File: config.mk
export PLATFORM = sky130hd
export DESIGN_NAME = shift_operand_stage
export DESIGN_NICKNAME = d
export VERILOG_FILES = /design/src/rtl/alu_pkg.sv /design/src/rtl/shift_skid_buffer.sv /design/src/rtl/shift_operand_stage.sv
export SDC_FILE = /design/constraint.sdc
export NUM_CORES = 1
export LEC_CHECK = 0
export CAP_MARGIN = 20
export CORE_MARGIN = 2
export CORE_UTILIZATION = 46
export DETAILED_ROUTE_END_ITERATION = 6
export PLACE_DENSITY = 0.81
export SLEW_MARGIN = 20
export SYNTH_ARGS = -nofsm -noshare
export SYNTH_HDL_FRONTEND = slang
export SYNTH_SLANG_ARGS = --single-unit
File: constraint.sdc
create_clock -name clk -period 4.1 [get_ports clk]
set_input_delay 0.82 -clock clk [delete_from_list [all_inputs] [get_ports clk]]
set_output_delay 0.82 -clock clk [all_outputs]
set_load 0.02 [all_outputs]
File: src/rtl/alu_pkg.sv
// Shared ALU-side definitions: shift op encodings, the entry carried through the
// operand stage, and the shift encoding legality check.
package alu_pkg;

    localparam logic [1:0] SHIFT_SLL  = 2'b00;
    localparam logic [1:0] SHIFT_SRL  = 2'b01;
    localparam logic [1:0] SHIFT_SRA  = 2'b11;
    localparam logic [6:0] FUNCT7_SRA = 7'b0100000;

    typedef struct packed {
        logic [31:0] op1;
        logic [4:0]  shamt;
        logic [1:0]  op;
        logic [4:0]  rd;
        logic        illegal;
    } shift_entry_t;

    // Immediate forms carry funct7 in imm[11:5]; only the SRA variant may set bit 30.
    function automatic logic shift_is_illegal(input logic [1:0] op, input logic use_imm,
                                              input logic [6:0] funct7);
        logic bad_op;
        logic bad_f7;
        bad_op = (op == 2'b10);
        bad_f7 = use_imm && ((op == SHIFT_SRA) ? (funct7 != FUNCT7_SRA) : (funct7 != 7'd0));
        return bad_op | bad_f7;
    endfunction

endpackage

File: src/rtl/shift_skid_buffer.sv
// Two-entry valid/ready skid register: head (main) plus one overflow (skid) slot,
// with registered in_ready and a synchronous flush.
module shift_skid_buffer #(
    parameter int unsigned Width = 8
) (
    input  logic             clk,
    input  logic             rst,
    input  logic             flush_i,
    input  logic             in_valid_i,
    output logic             in_ready_o,
    input  logic [Width-1:0] in_data_i,
    output logic             out_valid_o,
    input  logic             out_ready_i,
    output logic [Width-1:0] out_data_o
);

    localparam logic [1:0] StEmpty = 2'd0;
    localparam logic [1:0] StOne   = 2'd1;
    localparam logic [1:0] StTwo   = 2'd2;

    logic [1:0]       state_q, state_d;
    logic [Width-1:0] main_q, main_d;
    logic [Width-1:0] skid_q, skid_d;
    logic             in_ready_q;
    logic             accept, drain;

    assign accept = in_valid_i & in_ready_q;
    assign drain  = out_valid_o & out_ready_i;

    always_comb begin
        state_d = state_q;
        main_d  = main_q;
        skid_d  = skid_q;
        case (state_q)
            StEmpty: begin
                if (accept) begin
                    state_d = StOne;
                    main_d  = in_data_i;
                end
            end
            StOne: begin
                if (accept && !drain) begin
                    state_d = StTwo;
                    skid_d  = in_data_i;
                end else if (accept && drain) begin
                    main_d = in_data_i;
                end else if (drain) begin
                    state_d = StEmpty;
                end
            end
            StTwo: begin
                if (drain) begin
                    state_d = StOne;
                    main_d  = skid_q;
                end
            end
            default: state_d = StEmpty;
        endcase
        // Data regs may still load under flush; they are don't-care once empty.
        if (flush_i) begin
            state_d = StEmpty;
        end
    end

    always_ff @(posedge clk or posedge rst) begin
        if (rst) begin
            state_q    <= StEmpty;
            main_q     <= '0;
            skid_q     <= '0;
            in_ready_q <= 1'b1;
        end else begin
            state_q    <= state_d;
            main_q     <= main_d;
            skid_q     <= skid_d;
            in_ready_q <= (state_d != StTwo);
        end
    end

    assign in_ready_o  = in_ready_q;
    assign out_valid_o = (state_q != StEmpty);
    assign out_data_o  = main_q;

endmodule

File: src/rtl/shift_operand_stage.sv
// Execute-side operand stage ahead of the shifters: resolves the shift amount,
// flags illegal encodings and buffers entries through a two-deep skid register.
module shift_operand_stage
    import alu_pkg::*;
#(
    parameter int unsigned XLEN    = 32,
    parameter int unsigned SHAMT_W = 5
) (
    input  logic               clk,
    input  logic               rst,
    input  logic               flush,
    input  logic               in_valid,
    output logic               in_ready,
    input  logic [XLEN-1:0]    in_rs1_data,
    input  logic [XLEN-1:0]    in_rs2_data,
    input  logic [11:0]        in_imm,
    input  logic               in_use_imm,
    input  logic [1:0]         in_op,
    input  logic [4:0]         in_rd,
    output logic               out_valid,
    input  logic               out_ready,
    output logic [XLEN-1:0]    operator_1,
    output logic [SHAMT_W-1:0] operator_2,
    output logic [1:0]         out_op,
    output logic [4:0]         out_rd,
    output logic               out_illegal
);

    shift_entry_t in_entry;
    shift_entry_t out_entry;
    logic         unused_rs2_hi;

    assign unused_rs2_hi = ^in_rs2_data[XLEN-1:SHAMT_W];

    always_comb begin
        in_entry.op1     = in_rs1_data;
        in_entry.shamt   = in_use_imm ? in_imm[SHAMT_W-1:0] : in_rs2_data[SHAMT_W-1:0];
        in_entry.op      = in_op;
        in_entry.rd      = in_rd;
        in_entry.illegal = shift_is_illegal(in_op, in_use_imm, in_imm[11:5]);
    end

    shift_skid_buffer #(
        .Width($bits(shift_entry_t))
    ) u_skid (
        .clk        (clk),
        .rst        (rst),
        .flush_i    (flush),
        .in_valid_i (in_valid),
        .in_ready_o (in_ready),
        .in_data_i  (in_entry),
        .out_valid_o(out_valid),
        .out_ready_i(out_ready),
        .out_data_o (out_entry)
    );

    assign operator_1  = out_entry.op1;
    assign operator_2  = out_entry.shamt;
    assign out_op      = out_entry.op;
    assign out_rd      = out_entry.rd;
    assign out_illegal = out_entry.illegal;

endmodule

==> reports/metrics.csv <==
stage;metric;value;unit
floorplanning;die_height;97.6;um
detailed_routing;vias;2823;
setup_path;path_cells;or2_2, clkdlybuf4s50_1;
setup_path;worst_path_largest_cell_delay;560;ps
grt;grt_usage;18.3;%
layout;diodes;0;
clock_tree;cts_root_buf;clkbuf_8;
sta;hold_viol_final;0;
power;clockPowerShare;23.0;%
setup_path;r2r_cells;4;
layout;layout.cells.non_filler;549;
setup_path;rrSetupSlack;2180;ps
clock_tree;numCtsBuffers;9;
setup_path;path_max_fanout;9;
clock_tree;clkLatencyLatePin;350;ps
place;gp_congestion;0.791;
sta;period_share;63.0;%
clock_tree;cts.clk_slew.worst_paths;90;ps
setup_path;cp_slowest_cell;clkdlybuf4s50_1;
setup_path;cp.required;3280;ps
synthesis;synth_sequential_area_ratio;57.8;%
run_status;status;finished clean;
layout;drive_above_1_share;14.7;%
clock_tree;cts_tree;yes;
floorplanning;io_pins;136;
layout;final_common_cell;clkdlybuf4s50_1;
synthesis;yosysUniqueCellTypes;31;
detailed_routing;drc;0;
setup_path;regToRegStartpoint;u_skid.state_q[1]$_DFF_PP0_;
sta;drv_slew;0;
layout;final_cell_mix;108 x clkdlybuf4s50_1, 92 x dfrtp_1, 52 x nor2_1;
power;comb_power_share;26.3;%
detailed_routing;wl_per_cell;15.1;um
sta;whs;495;ps
sta;tightest_slew;782;ps
synthesis;yosys_warnings;0;
sta;slew_headroom;47.8;%
layout;fin_nets;525;
synthesis;synth_nets;423;
setup_path;crit_end;out_valid;
sta;fmax;0.387;GHz
power;swShare;30.1;%
floorplanning;initial_utilization;46.9;%
grt;grt_pass1_wl;14000;um
power;ir_drop;0.000236;V
layout;final_util;62.4;%
detailed_routing;via_per_inst;5.14;
grt;met1_usage;23.2;%
floorplanning;die_w;97.6;um
detailed_routing;drt_iter0_drc;104;
floorplanning;dieArea;9520;um^2
clock_tree;cts_buffer_depth;2;
layout;syn_to_final_growth;33.3;%
synthesis;synthCells;334;
power;power_density;454;nW/um^2
sta;post-route-min-period;2580;ps
grt;grt_pass1_vias;2804;
detailed_routing;finalWirelength;8270;um
synthesis;ys_seq_elements;93;
place;dpl.cell_count;533;
sta;rsz0062_at_grt;false;
setup_path;arrival;1760;ps
setup_path;rr_endpoint;u_skid.out_data_o[20]$_DFFE_PP0P_;
grt;antenna_found_initial;0;
sta;skew;10.0;ps
setup_path;end_kind;output port;
clock_tree;cts_sinks;93;
place;hpwl;5570;um
clock_tree;ctsHoldBuffers;0;
floorplanning;core_area;8590;um^2
grt;grt_max_degree;91;
power;seq_power_share;50.7;%
floorplanning;rows;34;
layout;nFillCells;678;
clock_tree;post-cts-setup-buffers;0;
grt;grt_busiest_layer;met2;
synthesis;syn_area_per_cell;12.1;um^2
clock_tree;h-tree-depth;3;
grt;overflow;0;
sta;setup_viol;0;
power;power.internal;1.70;mW
power;p_leak;2.46;nW
hold_path;min_path_type;flop to flop;
setup_path;crit_start;u_skid.state_q[1]$_DFF_PP0_;
power;p_sw;0.733;mW
job;cap_violations;0;
clock_tree;cts_resized;0;
synthesis;synth_ff_type;dfrtp_1;
place;port_buffers;108;
detailed_routing;dr.pass1.iters;4;
setup_path;crit_type;flop to output port;
setup_path;crit_path_start_kind;flop;
grt;grtUsageMet3;4.03;%
synthesis;synth_edf_count;0;
grt;grt_use_met2;30.6;%
synthesis;syn_area;4030;um^2
sta;timing.setup.tns;0;ps
synthesis;async_flop_share;100;%
detailed_routing;drtAntennaViolNets;0;
## metal layers
metal | wire length, um | share of wire (%)
met5 | 0 | 0
met4 | 155 | 1.9
met3 | 329 | 4.0
met2 | 4200 | 51
met1 | 3580 | 43
## cell families after synthesis
family          Yosys count  share of synthesized area [%]
simple gates             69                           7.83
flops                    93                           57.8
buf+inv                  25                           3.51
compound gates           63                           8.73
mux                      84                           22.1
## worst min path at each step
stage,start,end,slack (ps),depth (start not counted)
floorplan,u_skid.skid_q[43]$_DFFE_PP0P_,u_skid.skid_q[43]$_DFFE_PP0P_,460,1
global placement,u_skid.skid_q[43]$_DFFE_PP0P_,u_skid.skid_q[43]$_DFFE_PP0P_,470,1
detailed placement,u_skid.skid_q[4]$_DFFE_PP0P_,u_skid.skid_q[4]$_DFFE_PP0P_,480,1
CTS,u_skid.skid_q[4]$_DFFE_PP0P_,u_skid.skid_q[4]$_DFFE_PP0P_,500,1
global route,u_skid.skid_q[4]$_DFFE_PP0P_,u_skid.skid_q[4]$_DFFE_PP0P_,510,1
finish,u_skid.skid_q[4]$_DFFE_PP0P_,u_skid.skid_q[4]$_DFFE_PP0P_,490,1
## final cells by class
cell class / instances / area (um^2) / area share (%)
clock inverter: 7 / 58.8 / 1.10
inverter: 3 / 12.5 / 0.233
clock buffer: 9 / 124 / 2.31
sequential: 93 / 2330 / 43.4
timing repair buffer: 113 / 1140 / 21.3
multi-input combinational: 216 / 1560 / 29.1
tap: 108 / 135 / 2.52
## power groups by stage
stage | Clock (mW) | Combinational [mW] | Sequential, mW
final | 0.561 | 0.640 | 1.24
after detailed placement | 0 | 0.647 | 1.25
after global placement | 0 | 0.624 | 1.24
after global routing | 0.619 | 0.694 | 1.27
after floorplan | 0 | 0.275 | 1.33
after CTS | 0.583 | 0.649 | 1.24
## synthesized netlist by cell type (2+ instances only)
library cell  instances  area share [%]
nand2b_1              2            0.31
dfrtp_1              92              57
inv_1                 3            0.28
nor2_1               52             4.8
o21ai_0               5            0.62
mux2_1                3            0.84
nand2_1               7            0.65
a21oi_1              50             6.2
buf_2                11             1.4
clkbuf_1              6            0.56
buf_6                 4             1.1
mux2_2               36              10
mux2i_1              45              11
## metrics by stage
stage | area (um^2) | total power, mW | setup WS, ps
6_report | 5370 | 2.44 | 1520
5_1_grt | 5370 | 2.58 | 1440
4_1_cts | 5370 | 2.47 | 1490
3_5_place_dp | 5180 | 1.90 | 1390
3_3_place_gp | 5180 | 1.87 | 1420
2_1_floorplan | 4030 | 1.60 | 861
## flip-flops by register name, summed over array words and instances, names as in the netlist
name,flops
u_skid.in_ready_o,1
u_skid.out_data_o,45
u_skid.skid_q,45
u_skid.state_q,2
## worst max-delay path, delay by kind of cell (launching register included)
| family | cells | cell delay, ps |
|---|---|---|
| buffers and inverters | 1 | 560 |
| DFF | 1 | 520 |
| and+or+nand+nor | 1 | 340 |
Note: power is estimated with default switching activity, not from simulation.
==> patch (config.mk and constraints unchanged) <==
Reset style: synchronous (`rst`), changed in one clocked block.
--- a/src/rtl/shift_skid_buffer.sv
+++ b/src/rtl/shift_skid_buffer.sv
@@ -62,7 +62,7 @@
         end
     end
 
-    always_ff @(posedge clk or posedge rst) begin
+    always_ff @(posedge clk) begin
         if (rst) begin
             state_q    <= StEmpty;
             main_q     <= '0;
Behaviour: differs if rst is asserted again (counterexample within 4 cycles, from zero or initial values and one cycle with rst high); with rst held inactive, the same outputs for 10 cycles.
==> patch against the unedited design <==
- clock power rose by 2%
- final area fell by 6.6%
- area after synthesis fell by 7.3%
- sequential share of layout area fell by 6.3 points
- setup slack improved by 0.071 ns
- sequential cell count did not move
- routed wire length rose by 8.4%
- total power fell by 23%
==> patch: results (changes against the unedited design) <==
outcome=completed; inverter count=0 (-3); top cells by area in the synthesized netlist=sky130_fd_sc_hd__dfxtp_1, sky130_fd_sc_hd__nand2_1, sky130_fd_sc_hd__a311oi_1; Comb group=0.000325 W (-49%); clock tree cell share of total cell area=0.0359 (+0.00190); area used by sequential logic in the layout=0.00186 mm^2 (-20%); Netlist cell types=30 (-3.2%); Endpoint, Worst Hold=u_skid.skid_q[31]$_SDFFE_PP0N_; CP Max Fanout=34 (+25); pin count of the biggest net entering global routing=65 (-29%); number of nets in the final layout=645 (+23%); Filler Cells Inserted=696 (+2.7%); fraction of area in multi-input gates=0.345 (+0.0532); Worst Hold Launch=u_skid.skid_q[31]$_SDFFE_PP0N_; part of the Yosys area used for sequential elements=0.499 (-0.0793); met2 usage=0.376 (+0.0700); CP Capture Point=u_skid.skid_q[29]$_SDFFE_PP0N_; relative contribution of sequential cells to total power=0.520 (+0.013); Async SR Flop Fraction=0 (-1.00); GR Util met1=0.245 (+0.0132); setup slack on the worst flop-to-flop path=2.05 ns (-0.13 ns); net count after synthesis=561 (+33%); worst-case vdd ir drop=238 uV (+0.73%); maximum cell stage delay along the critical path=0.65 ns (+0.09 ns); reported leakage power=1.82 nW (-26%); met3 global-route usage=0.0377 (-0.00257); timing startpoint of the critical path=out_ready; via count=3508 (+24%); Wirelength per Cell=13.6 um (-9.9%); Slew HR=0.312 (-0.167); HPWL after DPL=5.78 mm (+3.8%); CP delay by family, top=simple AND/OR/NAND/NOR gates; Met1 Wirelength=3.85 mm (+7.7%); placer congestion estimate=0.761 (-3.8%); Clock Skews=0.00821 ns (-0.00182 ns); Signal buf overhead=0.223 (+0.00951); post-layout minimum cycle time=2.51 ns (-0.0714 ns); launching point of the worst reg2reg path=u_skid.state_q[0]$_SDFF_PP0_; via count of the first global-routing pass=3382 (+21%); fraction of layout instances using a drive strength above 1=0.0447 (-0.103); number of sequential cells in the layout=93 (unchanged)
==> patch: cell types whose count changed after synthesis, sizes merged, moves of 23 or more <==
cell    change
mux2i      -40
mux2       -39
dfrtp      -92
dfxtp      +93
a311oi     +39
nand2     +161
clkbuf     +23
==> patch: cells by family (layout without fill, tap and decap cells) <==
logic type,Yosys count,in the layout,synth area share
buf+inv,40,127,0.0449
simple gates,232,232,0.249
mux,5,5,0.0134
flops,93,93,0.499
xor+xnor,1,1,0.00235
compound gates,101,101,0.191
==> patch: through the flow <==
step,area (um^2),utilization,hold WS [ns],total power (W),std cells
after detailed placement,4830,0.619,0.447,0.00132,647
final,5010,0.642,0.456,0.00187,661
after global placement,4830,0.619,0.440,0.00132,647
after CTS,5010,0.642,0.457,0.00189,661
after global routing,5010,0.642,0.473,0.00196,661
after floorplan,3730,-,0.437,0.00115,472
